### config.mk
export PLATFORM = sky130hd
export DESIGN_NAME = axi4_lite_slv_reg_file_flat
export DESIGN_NICKNAME = d
export VERILOG_FILES = /design/src/rtl/axi4_lite_slv_reg_file_pkg.sv /design/src/rtl/axi4_lite_slv_reg_file_if.sv /design/src/rtl/axi4_lite_slv_reg_file_wr_ctrl.sv /design/src/rtl/axi4_lite_slv_reg_file.sv /design/src/flat_wrapper.sv
export SDC_FILE = /design/constraint.sdc
export NUM_CORES = 1
export LEC_CHECK = 0
export ABC_AREA = 1
export CAP_MARGIN = 25
export CORE_AREA = 5 5 462 464
export CTS_BUF_LIST = sky130_fd_sc_hd__clkbuf_16
export DETAILED_ROUTE_END_ITERATION = 12
export DIE_AREA = 0 0 467 469
export SYNTH_ARGS = -nofsm -noshare
export SYNTH_HDL_FRONTEND = slang
export SYNTH_SLANG_ARGS = --single-unit
### constraint.sdc
create_clock -name clk -period 2.58 [get_ports clk]
set_input_delay 0.258 -clock clk [delete_from_list [all_inputs] [get_ports clk]]
set_output_delay 0.258 -clock clk [all_outputs]
set_load 0.05 [all_outputs]
### src/rtl/axi4_lite_slv_reg_file_pkg.sv
// Shared types and helpers for the AXI4-Lite register file: response codes, FSM states, byte merge.
// No logic of its own; used by both the top and the write controller.
package axi4_lite_reg_file_pkg;

  localparam int MAX_DATA_W = 64;
  localparam int MAX_STRB_W = MAX_DATA_W / 8;

  typedef enum logic [1:0] {
    RESP_OKAY   = 2'b00,
    RESP_EXOKAY = 2'b01,
    RESP_SLVERR = 2'b10,
    RESP_DECERR = 2'b11
  } axi4_resp_t;

  typedef enum logic {WR_IDLE, WR_RESP} wr_state_t;
  typedef enum logic {RD_IDLE, RD_DATA} rd_state_t;

  // Sized for the widest supported bus; callers zero-extend in and truncate out.
  function automatic logic [MAX_DATA_W-1:0] byte_merge(
    input logic [MAX_DATA_W-1:0] old_val,
    input logic [MAX_DATA_W-1:0] wdata,
    input logic [MAX_STRB_W-1:0] wstrb
  );
    logic [MAX_DATA_W-1:0] res;
    for (int b = 0; b < MAX_STRB_W; b++) begin
      res[8*b +: 8] = wstrb[b] ? wdata[8*b +: 8] : old_val[8*b +: 8];
    end
    return res;
  endfunction

endpackage

### src/rtl/axi4_lite_slv_reg_file_if.sv
// AXI4-Lite bundle with master and slave views.
// Pure wiring; handshakes follow standard valid/ready rules.
interface axi4_lite_if #(
  parameter int ADDR_BIT_WIDTH = 32,
  parameter int DATA_BIT_WIDTH = 32
);
  logic [ADDR_BIT_WIDTH-1:0]   awaddr;
  logic [2:0]                  awprot;
  logic                        awvalid;
  logic                        awready;
  logic [DATA_BIT_WIDTH-1:0]   wdata;
  logic [DATA_BIT_WIDTH/8-1:0] wstrb;
  logic                        wvalid;
  logic                        wready;
  logic [1:0]                  bresp;
  logic                        bvalid;
  logic                        bready;
  logic [ADDR_BIT_WIDTH-1:0]   araddr;
  logic [2:0]                  arprot;
  logic                        arvalid;
  logic                        arready;
  logic [DATA_BIT_WIDTH-1:0]   rdata;
  logic [1:0]                  rresp;
  logic                        rvalid;
  logic                        rready;

  modport slv_port (
    input  awaddr, awprot, awvalid, wdata, wstrb, wvalid, bready,
    input  araddr, arprot, arvalid, rready,
    output awready, wready, bresp, bvalid, arready, rdata, rresp, rvalid
  );

  modport mst_port (
    output awaddr, awprot, awvalid, wdata, wstrb, wvalid, bready,
    output araddr, arprot, arvalid, rready,
    input  awready, wready, bresp, bvalid, arready, rdata, rresp, rvalid
  );
endinterface

### src/rtl/axi4_lite_slv_reg_file_wr_ctrl.sv
// Write engine: latches AW/W in any order, commits on the edge both are held, bvalid 1 cycle later.
// One write outstanding; AW/W stall until bready; AXI4_LITE_REG_FILE_PROT_CHECK_EN enables prot check.
module axi4_lite_reg_file_wr_ctrl
  import axi4_lite_reg_file_pkg::*;
#(
  parameter int                  ADDR_BIT_WIDTH = 32,
  parameter int                  DATA_BIT_WIDTH = 32,
  parameter int                  NUM_REGS       = 16,
  parameter logic [NUM_REGS-1:0] RO_MASK        = '0
) (
  input  logic                        clk,
  input  logic                        rst_n,
  axi4_lite_if.slv_port               s_if,
  output logic                        wr_en,
  output logic [ADDR_BIT_WIDTH-1:0]   wr_idx,
  output logic [DATA_BIT_WIDTH-1:0]   wr_data,
  output logic [DATA_BIT_WIDTH/8-1:0] wr_strb
);

  localparam int OFFS_W = $clog2(DATA_BIT_WIDTH / 8);

  wr_state_t                   wr_state_q, wr_state_d;
  logic                        aw_vld_q, aw_vld_d;
  logic                        w_vld_q, w_vld_d;
  logic [ADDR_BIT_WIDTH-1:0]   awaddr_q, awaddr_d;
  logic [DATA_BIT_WIDTH-1:0]   wdata_q, wdata_d;
  logic [DATA_BIT_WIDTH/8-1:0] wstrb_q, wstrb_d;
  axi4_resp_t                  bresp_q, bresp_d;
`ifdef AXI4_LITE_REG_FILE_PROT_CHECK_EN
  logic [2:0]                  awprot_q, awprot_d;
  logic [2:0]                  prot_cur;
`endif

  logic                        aw_hs, w_hs, ro_hit;
  logic [ADDR_BIT_WIDTH-1:0]   addr_cur;
  axi4_resp_t                  resp_cur;

  assign s_if.awready = (wr_state_q == WR_IDLE) && !aw_vld_q;
  assign s_if.wready  = (wr_state_q == WR_IDLE) && !w_vld_q;
  assign s_if.bvalid  = (wr_state_q == WR_RESP);
  assign s_if.bresp   = bresp_q;

  assign aw_hs = s_if.awvalid && s_if.awready;
  assign w_hs  = s_if.wvalid && s_if.wready;

  // Already-latched beats win; otherwise the beat arriving this cycle is used.
  always_comb begin
    addr_cur = aw_vld_q ? awaddr_q : s_if.awaddr;
    wr_data  = w_vld_q ? wdata_q : s_if.wdata;
    wr_strb  = w_vld_q ? wstrb_q : s_if.wstrb;
`ifdef AXI4_LITE_REG_FILE_PROT_CHECK_EN
    prot_cur = aw_vld_q ? awprot_q : s_if.awprot;
`endif
    wr_idx   = addr_cur >> OFFS_W;
    ro_hit   = 1'b0;
    for (int i = 0; i < NUM_REGS; i++) begin
      if (wr_idx == ADDR_BIT_WIDTH'(i)) ro_hit = RO_MASK[i];
    end
    if (wr_idx >= ADDR_BIT_WIDTH'(NUM_REGS)) resp_cur = RESP_DECERR;
`ifdef AXI4_LITE_REG_FILE_PROT_CHECK_EN
    else if (!prot_cur[0]) resp_cur = RESP_SLVERR;
`endif
    else if (ro_hit) resp_cur = RESP_SLVERR;
    else resp_cur = RESP_OKAY;
  end

  always_comb begin
    wr_state_d = wr_state_q;
    aw_vld_d   = aw_vld_q;
    w_vld_d    = w_vld_q;
    awaddr_d   = awaddr_q;
    wdata_d    = wdata_q;
    wstrb_d    = wstrb_q;
    bresp_d    = bresp_q;
    wr_en      = 1'b0;
`ifdef AXI4_LITE_REG_FILE_PROT_CHECK_EN
    awprot_d   = awprot_q;
`endif
    case (wr_state_q)
      WR_IDLE: begin
        if (aw_hs) begin
          aw_vld_d = 1'b1;
          awaddr_d = s_if.awaddr;
`ifdef AXI4_LITE_REG_FILE_PROT_CHECK_EN
          awprot_d = s_if.awprot;
`endif
        end
        if (w_hs) begin
          w_vld_d = 1'b1;
          wdata_d = s_if.wdata;
          wstrb_d = s_if.wstrb;
        end
        if ((aw_vld_q || aw_hs) && (w_vld_q || w_hs)) begin
          wr_state_d = WR_RESP;
          bresp_d    = resp_cur;
          wr_en      = (resp_cur == RESP_OKAY);
          aw_vld_d   = 1'b0;
          w_vld_d    = 1'b0;
        end
      end
      WR_RESP: begin
        if (s_if.bready) wr_state_d = WR_IDLE;
      end
    endcase
  end

  always_ff @(posedge clk or negedge rst_n) begin
    if (!rst_n) begin
      wr_state_q <= WR_IDLE;
      aw_vld_q   <= 1'b0;
      w_vld_q    <= 1'b0;
      awaddr_q   <= '0;
      wdata_q    <= '0;
      wstrb_q    <= '0;
      bresp_q    <= RESP_OKAY;
`ifdef AXI4_LITE_REG_FILE_PROT_CHECK_EN
      awprot_q   <= '0;
`endif
    end else begin
      wr_state_q <= wr_state_d;
      aw_vld_q   <= aw_vld_d;
      w_vld_q    <= w_vld_d;
      awaddr_q   <= awaddr_d;
      wdata_q    <= wdata_d;
      wstrb_q    <= wstrb_d;
      bresp_q    <= bresp_d;
`ifdef AXI4_LITE_REG_FILE_PROT_CHECK_EN
      awprot_q   <= awprot_d;
`endif
    end
  end

endmodule

### src/rtl/axi4_lite_slv_reg_file.sv
// AXI4-Lite register file: RW/RO registers, write engine in wr_ctrl, read engine here; B and R 1 cycle after handshake.
// One read and one write outstanding; R held until rready; AXI4_LITE_REG_FILE_PROT_CHECK_EN enables prot check.
module axi4_lite_slv_reg_file
  import axi4_lite_reg_file_pkg::*;
#(
  parameter int                        ADDR_BIT_WIDTH = 32,
  parameter int                        DATA_BIT_WIDTH = 32,
  parameter int                        NUM_REGS       = 16,
  parameter logic [NUM_REGS-1:0]       RO_MASK        = '0,
  parameter logic [DATA_BIT_WIDTH-1:0] RST_VAL        = '0
) (
  input  logic                               clk,
  input  logic                               rst_n,
  axi4_lite_if.slv_port                      s_if,
  output logic [NUM_REGS*DATA_BIT_WIDTH-1:0] ctrl_out,
  input  logic [NUM_REGS*DATA_BIT_WIDTH-1:0] sts_in,
  output logic [NUM_REGS-1:0]                wr_pulse
);

  localparam int OFFS_W = $clog2(DATA_BIT_WIDTH / 8);

  logic [NUM_REGS-1:0][DATA_BIT_WIDTH-1:0] ctrl_q, ctrl_d;
  logic [NUM_REGS-1:0]                     wr_pulse_q, wr_pulse_d;
  rd_state_t                               rd_state_q, rd_state_d;
  logic [DATA_BIT_WIDTH-1:0]               rdata_q, rdata_d;
  axi4_resp_t                              rresp_q, rresp_d;

  logic                        wr_en;
  logic [ADDR_BIT_WIDTH-1:0]   wr_idx;
  logic [DATA_BIT_WIDTH-1:0]   wr_data;
  logic [DATA_BIT_WIDTH/8-1:0] wr_strb;
  logic [ADDR_BIT_WIDTH-1:0]   rd_idx;
  logic [DATA_BIT_WIDTH-1:0]   rd_val;

  axi4_lite_reg_file_wr_ctrl #(
    .ADDR_BIT_WIDTH(ADDR_BIT_WIDTH),
    .DATA_BIT_WIDTH(DATA_BIT_WIDTH),
    .NUM_REGS      (NUM_REGS),
    .RO_MASK       (RO_MASK)
  ) u_wr_ctrl (
    .clk    (clk),
    .rst_n  (rst_n),
    .s_if   (s_if),
    .wr_en  (wr_en),
    .wr_idx (wr_idx),
    .wr_data(wr_data),
    .wr_strb(wr_strb)
  );

  assign ctrl_out     = ctrl_q;
  assign wr_pulse     = wr_pulse_q;
  assign s_if.arready = (rd_state_q == RD_IDLE);
  assign s_if.rvalid  = (rd_state_q == RD_DATA);
  assign s_if.rdata   = rdata_q;
  assign s_if.rresp   = rresp_q;

  always_comb begin
    ctrl_d     = ctrl_q;
    wr_pulse_d = '0;
    if (wr_en) begin
      for (int i = 0; i < NUM_REGS; i++) begin
        if (wr_idx == ADDR_BIT_WIDTH'(i)) begin
          ctrl_d[i]     = DATA_BIT_WIDTH'(byte_merge(MAX_DATA_W'(ctrl_q[i]),
                                                     MAX_DATA_W'(wr_data),
                                                     MAX_STRB_W'(wr_strb)));
          wr_pulse_d[i] = 1'b1;
        end
      end
    end
  end

  // rd_val samples ctrl_q, so a read landing on a commit edge sees the pre-write value.
  always_comb begin
    rd_state_d = rd_state_q;
    rdata_d    = rdata_q;
    rresp_d    = rresp_q;
    rd_idx     = s_if.araddr >> OFFS_W;
    rd_val     = '0;
    for (int i = 0; i < NUM_REGS; i++) begin
      if (rd_idx == ADDR_BIT_WIDTH'(i)) begin
        rd_val = RO_MASK[i] ? sts_in[i*DATA_BIT_WIDTH +: DATA_BIT_WIDTH] : ctrl_q[i];
      end
    end
    case (rd_state_q)
      RD_IDLE: begin
        if (s_if.arvalid) begin
          rd_state_d = RD_DATA;
          if (rd_idx >= ADDR_BIT_WIDTH'(NUM_REGS)) begin
            rdata_d = '0;
            rresp_d = RESP_DECERR;
          end
`ifdef AXI4_LITE_REG_FILE_PROT_CHECK_EN
          else if (!s_if.arprot[0]) begin
            rdata_d = '0;
            rresp_d = RESP_SLVERR;
          end
`endif
          else begin
            rdata_d = rd_val;
            rresp_d = RESP_OKAY;
          end
        end
      end
      RD_DATA: begin
        if (s_if.rready) rd_state_d = RD_IDLE;
      end
    endcase
  end

  always_ff @(posedge clk or negedge rst_n) begin
    if (!rst_n) begin
      ctrl_q     <= {NUM_REGS{RST_VAL}};
      wr_pulse_q <= '0;
      rd_state_q <= RD_IDLE;
      rdata_q    <= '0;
      rresp_q    <= RESP_OKAY;
    end else begin
      ctrl_q     <= ctrl_d;
      wr_pulse_q <= wr_pulse_d;
      rd_state_q <= rd_state_d;
      rdata_q    <= rdata_d;
      rresp_q    <= rresp_d;
    end
  end

endmodule

### src/flat_wrapper.sv
// flat-port wrapper written by rule: the top's interface ports become plain ports
module axi4_lite_slv_reg_file_flat import axi4_lite_reg_file_pkg::*;
#(
  parameter int                        ADDR_BIT_WIDTH = 32,
  parameter int                        DATA_BIT_WIDTH = 32,
  parameter int                        NUM_REGS       = 16,
  parameter logic [NUM_REGS-1:0]       RO_MASK        = '0,
  parameter logic [DATA_BIT_WIDTH-1:0] RST_VAL        = '0
)
  (clk, rst_n, ctrl_out, sts_in, wr_pulse, s_if_awaddr, s_if_awprot, s_if_awvalid, s_if_wdata, s_if_wstrb, s_if_wvalid, s_if_bready, s_if_araddr, s_if_arprot, s_if_arvalid, s_if_rready, s_if_awready, s_if_wready, s_if_bresp, s_if_bvalid, s_if_arready, s_if_rdata, s_if_rresp, s_if_rvalid);
  axi4_lite_if #(.ADDR_BIT_WIDTH(ADDR_BIT_WIDTH), .DATA_BIT_WIDTH(DATA_BIT_WIDTH)) s_if_i ();
  input  logic clk;
  input  logic rst_n;
  output logic [NUM_REGS*DATA_BIT_WIDTH-1:0] ctrl_out;
  input  logic [NUM_REGS*DATA_BIT_WIDTH-1:0] sts_in;
  output logic [NUM_REGS-1:0] wr_pulse;
  input wire logic [$bits(s_if_i.awaddr)-1:0] s_if_awaddr;
  input wire logic [$bits(s_if_i.awprot)-1:0] s_if_awprot;
  input wire logic [$bits(s_if_i.awvalid)-1:0] s_if_awvalid;
  input wire logic [$bits(s_if_i.wdata)-1:0] s_if_wdata;
  input wire logic [$bits(s_if_i.wstrb)-1:0] s_if_wstrb;
  input wire logic [$bits(s_if_i.wvalid)-1:0] s_if_wvalid;
  input wire logic [$bits(s_if_i.bready)-1:0] s_if_bready;
  input wire logic [$bits(s_if_i.araddr)-1:0] s_if_araddr;
  input wire logic [$bits(s_if_i.arprot)-1:0] s_if_arprot;
  input wire logic [$bits(s_if_i.arvalid)-1:0] s_if_arvalid;
  input wire logic [$bits(s_if_i.rready)-1:0] s_if_rready;
  output wire logic [$bits(s_if_i.awready)-1:0] s_if_awready;
  output wire logic [$bits(s_if_i.wready)-1:0] s_if_wready;
  output wire logic [$bits(s_if_i.bresp)-1:0] s_if_bresp;
  output wire logic [$bits(s_if_i.bvalid)-1:0] s_if_bvalid;
  output wire logic [$bits(s_if_i.arready)-1:0] s_if_arready;
  output wire logic [$bits(s_if_i.rdata)-1:0] s_if_rdata;
  output wire logic [$bits(s_if_i.rresp)-1:0] s_if_rresp;
  output wire logic [$bits(s_if_i.rvalid)-1:0] s_if_rvalid;
  assign s_if_i.awaddr = s_if_awaddr;
  assign s_if_i.awprot = s_if_awprot;
  assign s_if_i.awvalid = s_if_awvalid;
  assign s_if_i.wdata = s_if_wdata;
  assign s_if_i.wstrb = s_if_wstrb;
  assign s_if_i.wvalid = s_if_wvalid;
  assign s_if_i.bready = s_if_bready;
  assign s_if_i.araddr = s_if_araddr;
  assign s_if_i.arprot = s_if_arprot;
  assign s_if_i.arvalid = s_if_arvalid;
  assign s_if_i.rready = s_if_rready;
  assign s_if_awready = s_if_i.awready;
  assign s_if_wready = s_if_i.wready;
  assign s_if_bresp = s_if_i.bresp;
  assign s_if_bvalid = s_if_i.bvalid;
  assign s_if_arready = s_if_i.arready;
  assign s_if_rdata = s_if_i.rdata;
  assign s_if_rresp = s_if_i.rresp;
  assign s_if_rvalid = s_if_i.rvalid;
  axi4_lite_slv_reg_file #(.ADDR_BIT_WIDTH(ADDR_BIT_WIDTH), .DATA_BIT_WIDTH(DATA_BIT_WIDTH), .NUM_REGS(NUM_REGS), .RO_MASK(RO_MASK), .RST_VAL(RST_VAL)) u_core (.clk(clk), .rst_n(rst_n), .s_if(s_if_i), .ctrl_out(ctrl_out), .sts_in(sts_in), .wr_pulse(wr_pulse));
endmodule
==> metrics.yaml <==
status: "finished with violations"
violations: "setup timing"
clock_latency_ns: 0.72
fp.dieArea_sq_um: 219000
routed_wl_um: 189000
synth_async_sr_flop_share_pct: 100
rrSetupSlack_ns: -0.04
syn2layout_area_growth_pct: 59.7
portBuffers: 671
crit_arrival_ns: 3.37
ys_top_cells_by_count: "nand2_1 (1,228), dfrtp_1 (632), nor2_1 (254), o21ai_0 (251), inv_1 (245)"
htree_levels: 3
clk_path_buf_depth: 3
worstPathMaxFanout: 13
yosysMostFrequentCell: "nand2_1"
crit_chain: "clkdlybuf4s50_1 > or2_2 > nor2_1 > nand2_2 > buf_8 > nor2_2 > nand2_2 > buf_12 > buf_12 > o21ai_0 > inv_1 > nand2_1 > nand4_1 > nor2_2 > buf_4 > nand4_1 > nor2_1 > nand3_1 > nand2_1 > nand2_1"
total_power_w: 0.0290
drv_slew: 0
yosysTopAreaCellShare_pct: 53.3
post-dp-hpwl_um: 150000
slowest_stage: "clkdlybuf4s50_1"
antenna_found_initial: 7
drive_above_1_share_pct: 24.7
finalCritPeriodShare_pct: 107
rsz0062_at_grt: "true"
synthTopCellsByArea: "dfrtp_1 (53%), nand2_1 (16%), o21ai_2 (5.5%)"
synth-main-ff-cell: "dfrtp_1"
synth.avg_cell_area_sq_um: 8.48
setup_violations: 63
ys_seq_elements: 632
p_leak_nw: 20.6
first_global_vias: 28397
grt_start_max_net_pins: 69
top_layer: "met4"
diodes: 0
drv_cap: 0
die_x_um: 467
drt-pass1-iter-count: 6
synth_edf_count: 0
ios: 1194
wl_met1_um: 73300
cts_tree: "done"
stdcell_count: 7368
layout.nets: 5126
crit_buf_inv: 6
required_ns: 3.20
grtUsageTotal_pct: 16.4
crit_top_cell: "nand2_1"
worst-slew-pin-transition_ns: 0.927
wl_per_cell_um: 25.6
yosysTopAreaCell: "dfrtp_1"
finalHoldViolCount: 0
cpPeakStageDelay_ns: 0.40
netlist_area_sq_um: 29700
grt_overflow_total: 0
netlist_instances: 3499
antenna_left: 0
relSlewSlack_pct: 38.2
worstSetupPathType: "in2reg"
max_freq_mhz: 364
cp_top_family: "simple AND/OR/NAND/NOR gates"
start_util_pct: 14.2
syn_nets: 4124
gp_congestion: 0.904
ys_seq_area_share_pct: 53.3
synthDistinctLibCells: 40
drt_iter0_drc: 2847
grt_pass1_wl_um: 248000
ir_worst_vdd_mv: 0.766
via_per_inst: 4.04
crit_path_start_kind: "input port"
cts_root_buf: "clkbuf_16"
cts_buffers: 80
core_sq_um: 209000
synth_warnings: 0
crit_path_end_kind: "flop"
dpl.cell_count: 7138
hold_class: "in2reg"
vias: 29785
cts.reportedPaths.clkPinSlew_ns: 0.06
die_y_um: 469
utilization_pct: 22.7
powerDensity_nw_per_um2: 612
clkSinkCount: 632
dr_wl_met3_um: 15700
clock_skew_ns: 0.0612
wl_met2_um: 84900
drc: 0
rows: 168
layout_setup_ws_ns: -0.169
min_period_ns: 2.75
[final timing paths]
| path | from | endpoint | cells past startpoint |
|---|---|---|---|
| max | s_if_araddr[24] | u_core.s_if.rdata[14] | 20 |
| min | s_if_awaddr[28] | u_core.u_wr_ctrl.awaddr_q[28] | 3 |
| max reg2reg | u_core.u_wr_ctrl.aw_vld_q | u_core.ctrl_out[225] | 18 |
| min reg2reg | u_core.s_if.rdata[14] | u_core.s_if.rdata[14] | 2 |
| max in group asynchronous | rst_n | u_core.ctrl_out[126] | 3 |
| min in group asynchronous | rst_n | u_core.u_wr_ctrl.wdata_q[22] | 2 |
[flip-flops by register name, indices dropped and copies added (netlist names), 4 cells and up]
signal                     count
u_core.ctrl_out              512
u_core.s_if.rdata             32
u_core.u_wr_ctrl.awaddr_q     30
u_core.u_wr_ctrl.wdata_q      32
u_core.u_wr_ctrl.wstrb_q       4
u_core.wr_pulse               16
[metal layers]
metal  GRT usage [%]  vias to the layer above
li1                -                    13342
met1            19.7                    14640
met2            26.0                     1477
met3            4.45                      326
met4            10.4                        0
met5               0                        -
[area by class of cell]
type	count	area [sq um]
Timing Repair Buffer	1069	11000
Clock inverter	64	704
Fill cell	22678	161000
Timing Repair inverter	1	5.00
Inverter	259	992
Sequential cell	632	15800
Clock buffer	80	2000
Tap cell	2805	3510
Multi-Input combinational cell	2458	13400
[worst register-to-register path, stage by stage, from the launching register on]
cell      delay, ns
dfrtp_2        0.42
clkinv_4       0.10
buf_4          0.15
or2_1          0.19
o21ai_1        0.11
inv_1          0.12
nor2_4         0.13
nand2_2        0.08
inv_2          0.06
a41oi_2        0.10
clkinv_2       0.11
nor2_8         0.05
inv_8          0.12
nor2_8         0.07
buf_12         0.15
buf_16         0.20
buf_12         0.14
nand2_8        0.11
o21ai_2        0.07
[stage by stage]
stage / setup TNS [ns] / cell area (sq um) / setup WS [ns] / hold WS (ns)
after floorplan: 0 / 29700 / 0.0206 / -0.0376
after global placement: -231.31 / 42300 / -1.33 / 0.370
after detailed placement: -235.99 / 42300 / -1.39 / 0.379
after CTS: -18.26 / 46500 / -0.114 / 0.0442
after global routing: -61.13 / 47400 / -0.224 / 0.0877
final: -1.32 / 47400 / -0.169 / 0.120
[repair_timing]
action | 4_1_cts | 5_1_grt
resized for setup | 241 | 129
cloned | 30 | 20
hold buffers | 1 | 0
pin swaps | 34 | 35
setup endpoints to repair | 446 | 540
endpoints found under the hold margin | 43 | 0
setup buffers | 23 | 14
[power breakdown]
part | switching, W | internal, W
Sequential | 0.000401 | 0.0105
Combinational | 0.00474 | 0.00162
Clock | 0.00510 | 0.00667
Total | 0.0102 | 0.0188
[kinds of logic (layout without fill, tap and decap cells)]
kind of cell,after synthesis,count (layout),synth area share [%]
AO/OA/AOI/OAI,646,646,13.3
buffers and inverters,442,1473,7.08
flip-flops,632,632,53.3
multiplexers,33,33,1.23
AND/OR/NAND/NOR,1746,1779,25.0
[cell usage in the layout (no fill, tap or decap), types with 22 or more instances in the layout]
master and count:
buf_12 86, buf_4 332, buf_6 27, clkbuf_16 83, clkdlybuf4s50_1 600, dfrtp_1 630
inv_1 252, mux2_2 28, nand2_1 1116, nand2_2 114, nand2_4 27, nand2_8 55
nand3_1 75, nand4_1 65, nor2_1 222, nor2_2 26, nor2_4 22, o21ai_0 179
o21ai_1 231, o21ai_2 222
(Power assumes the default switching activity.)
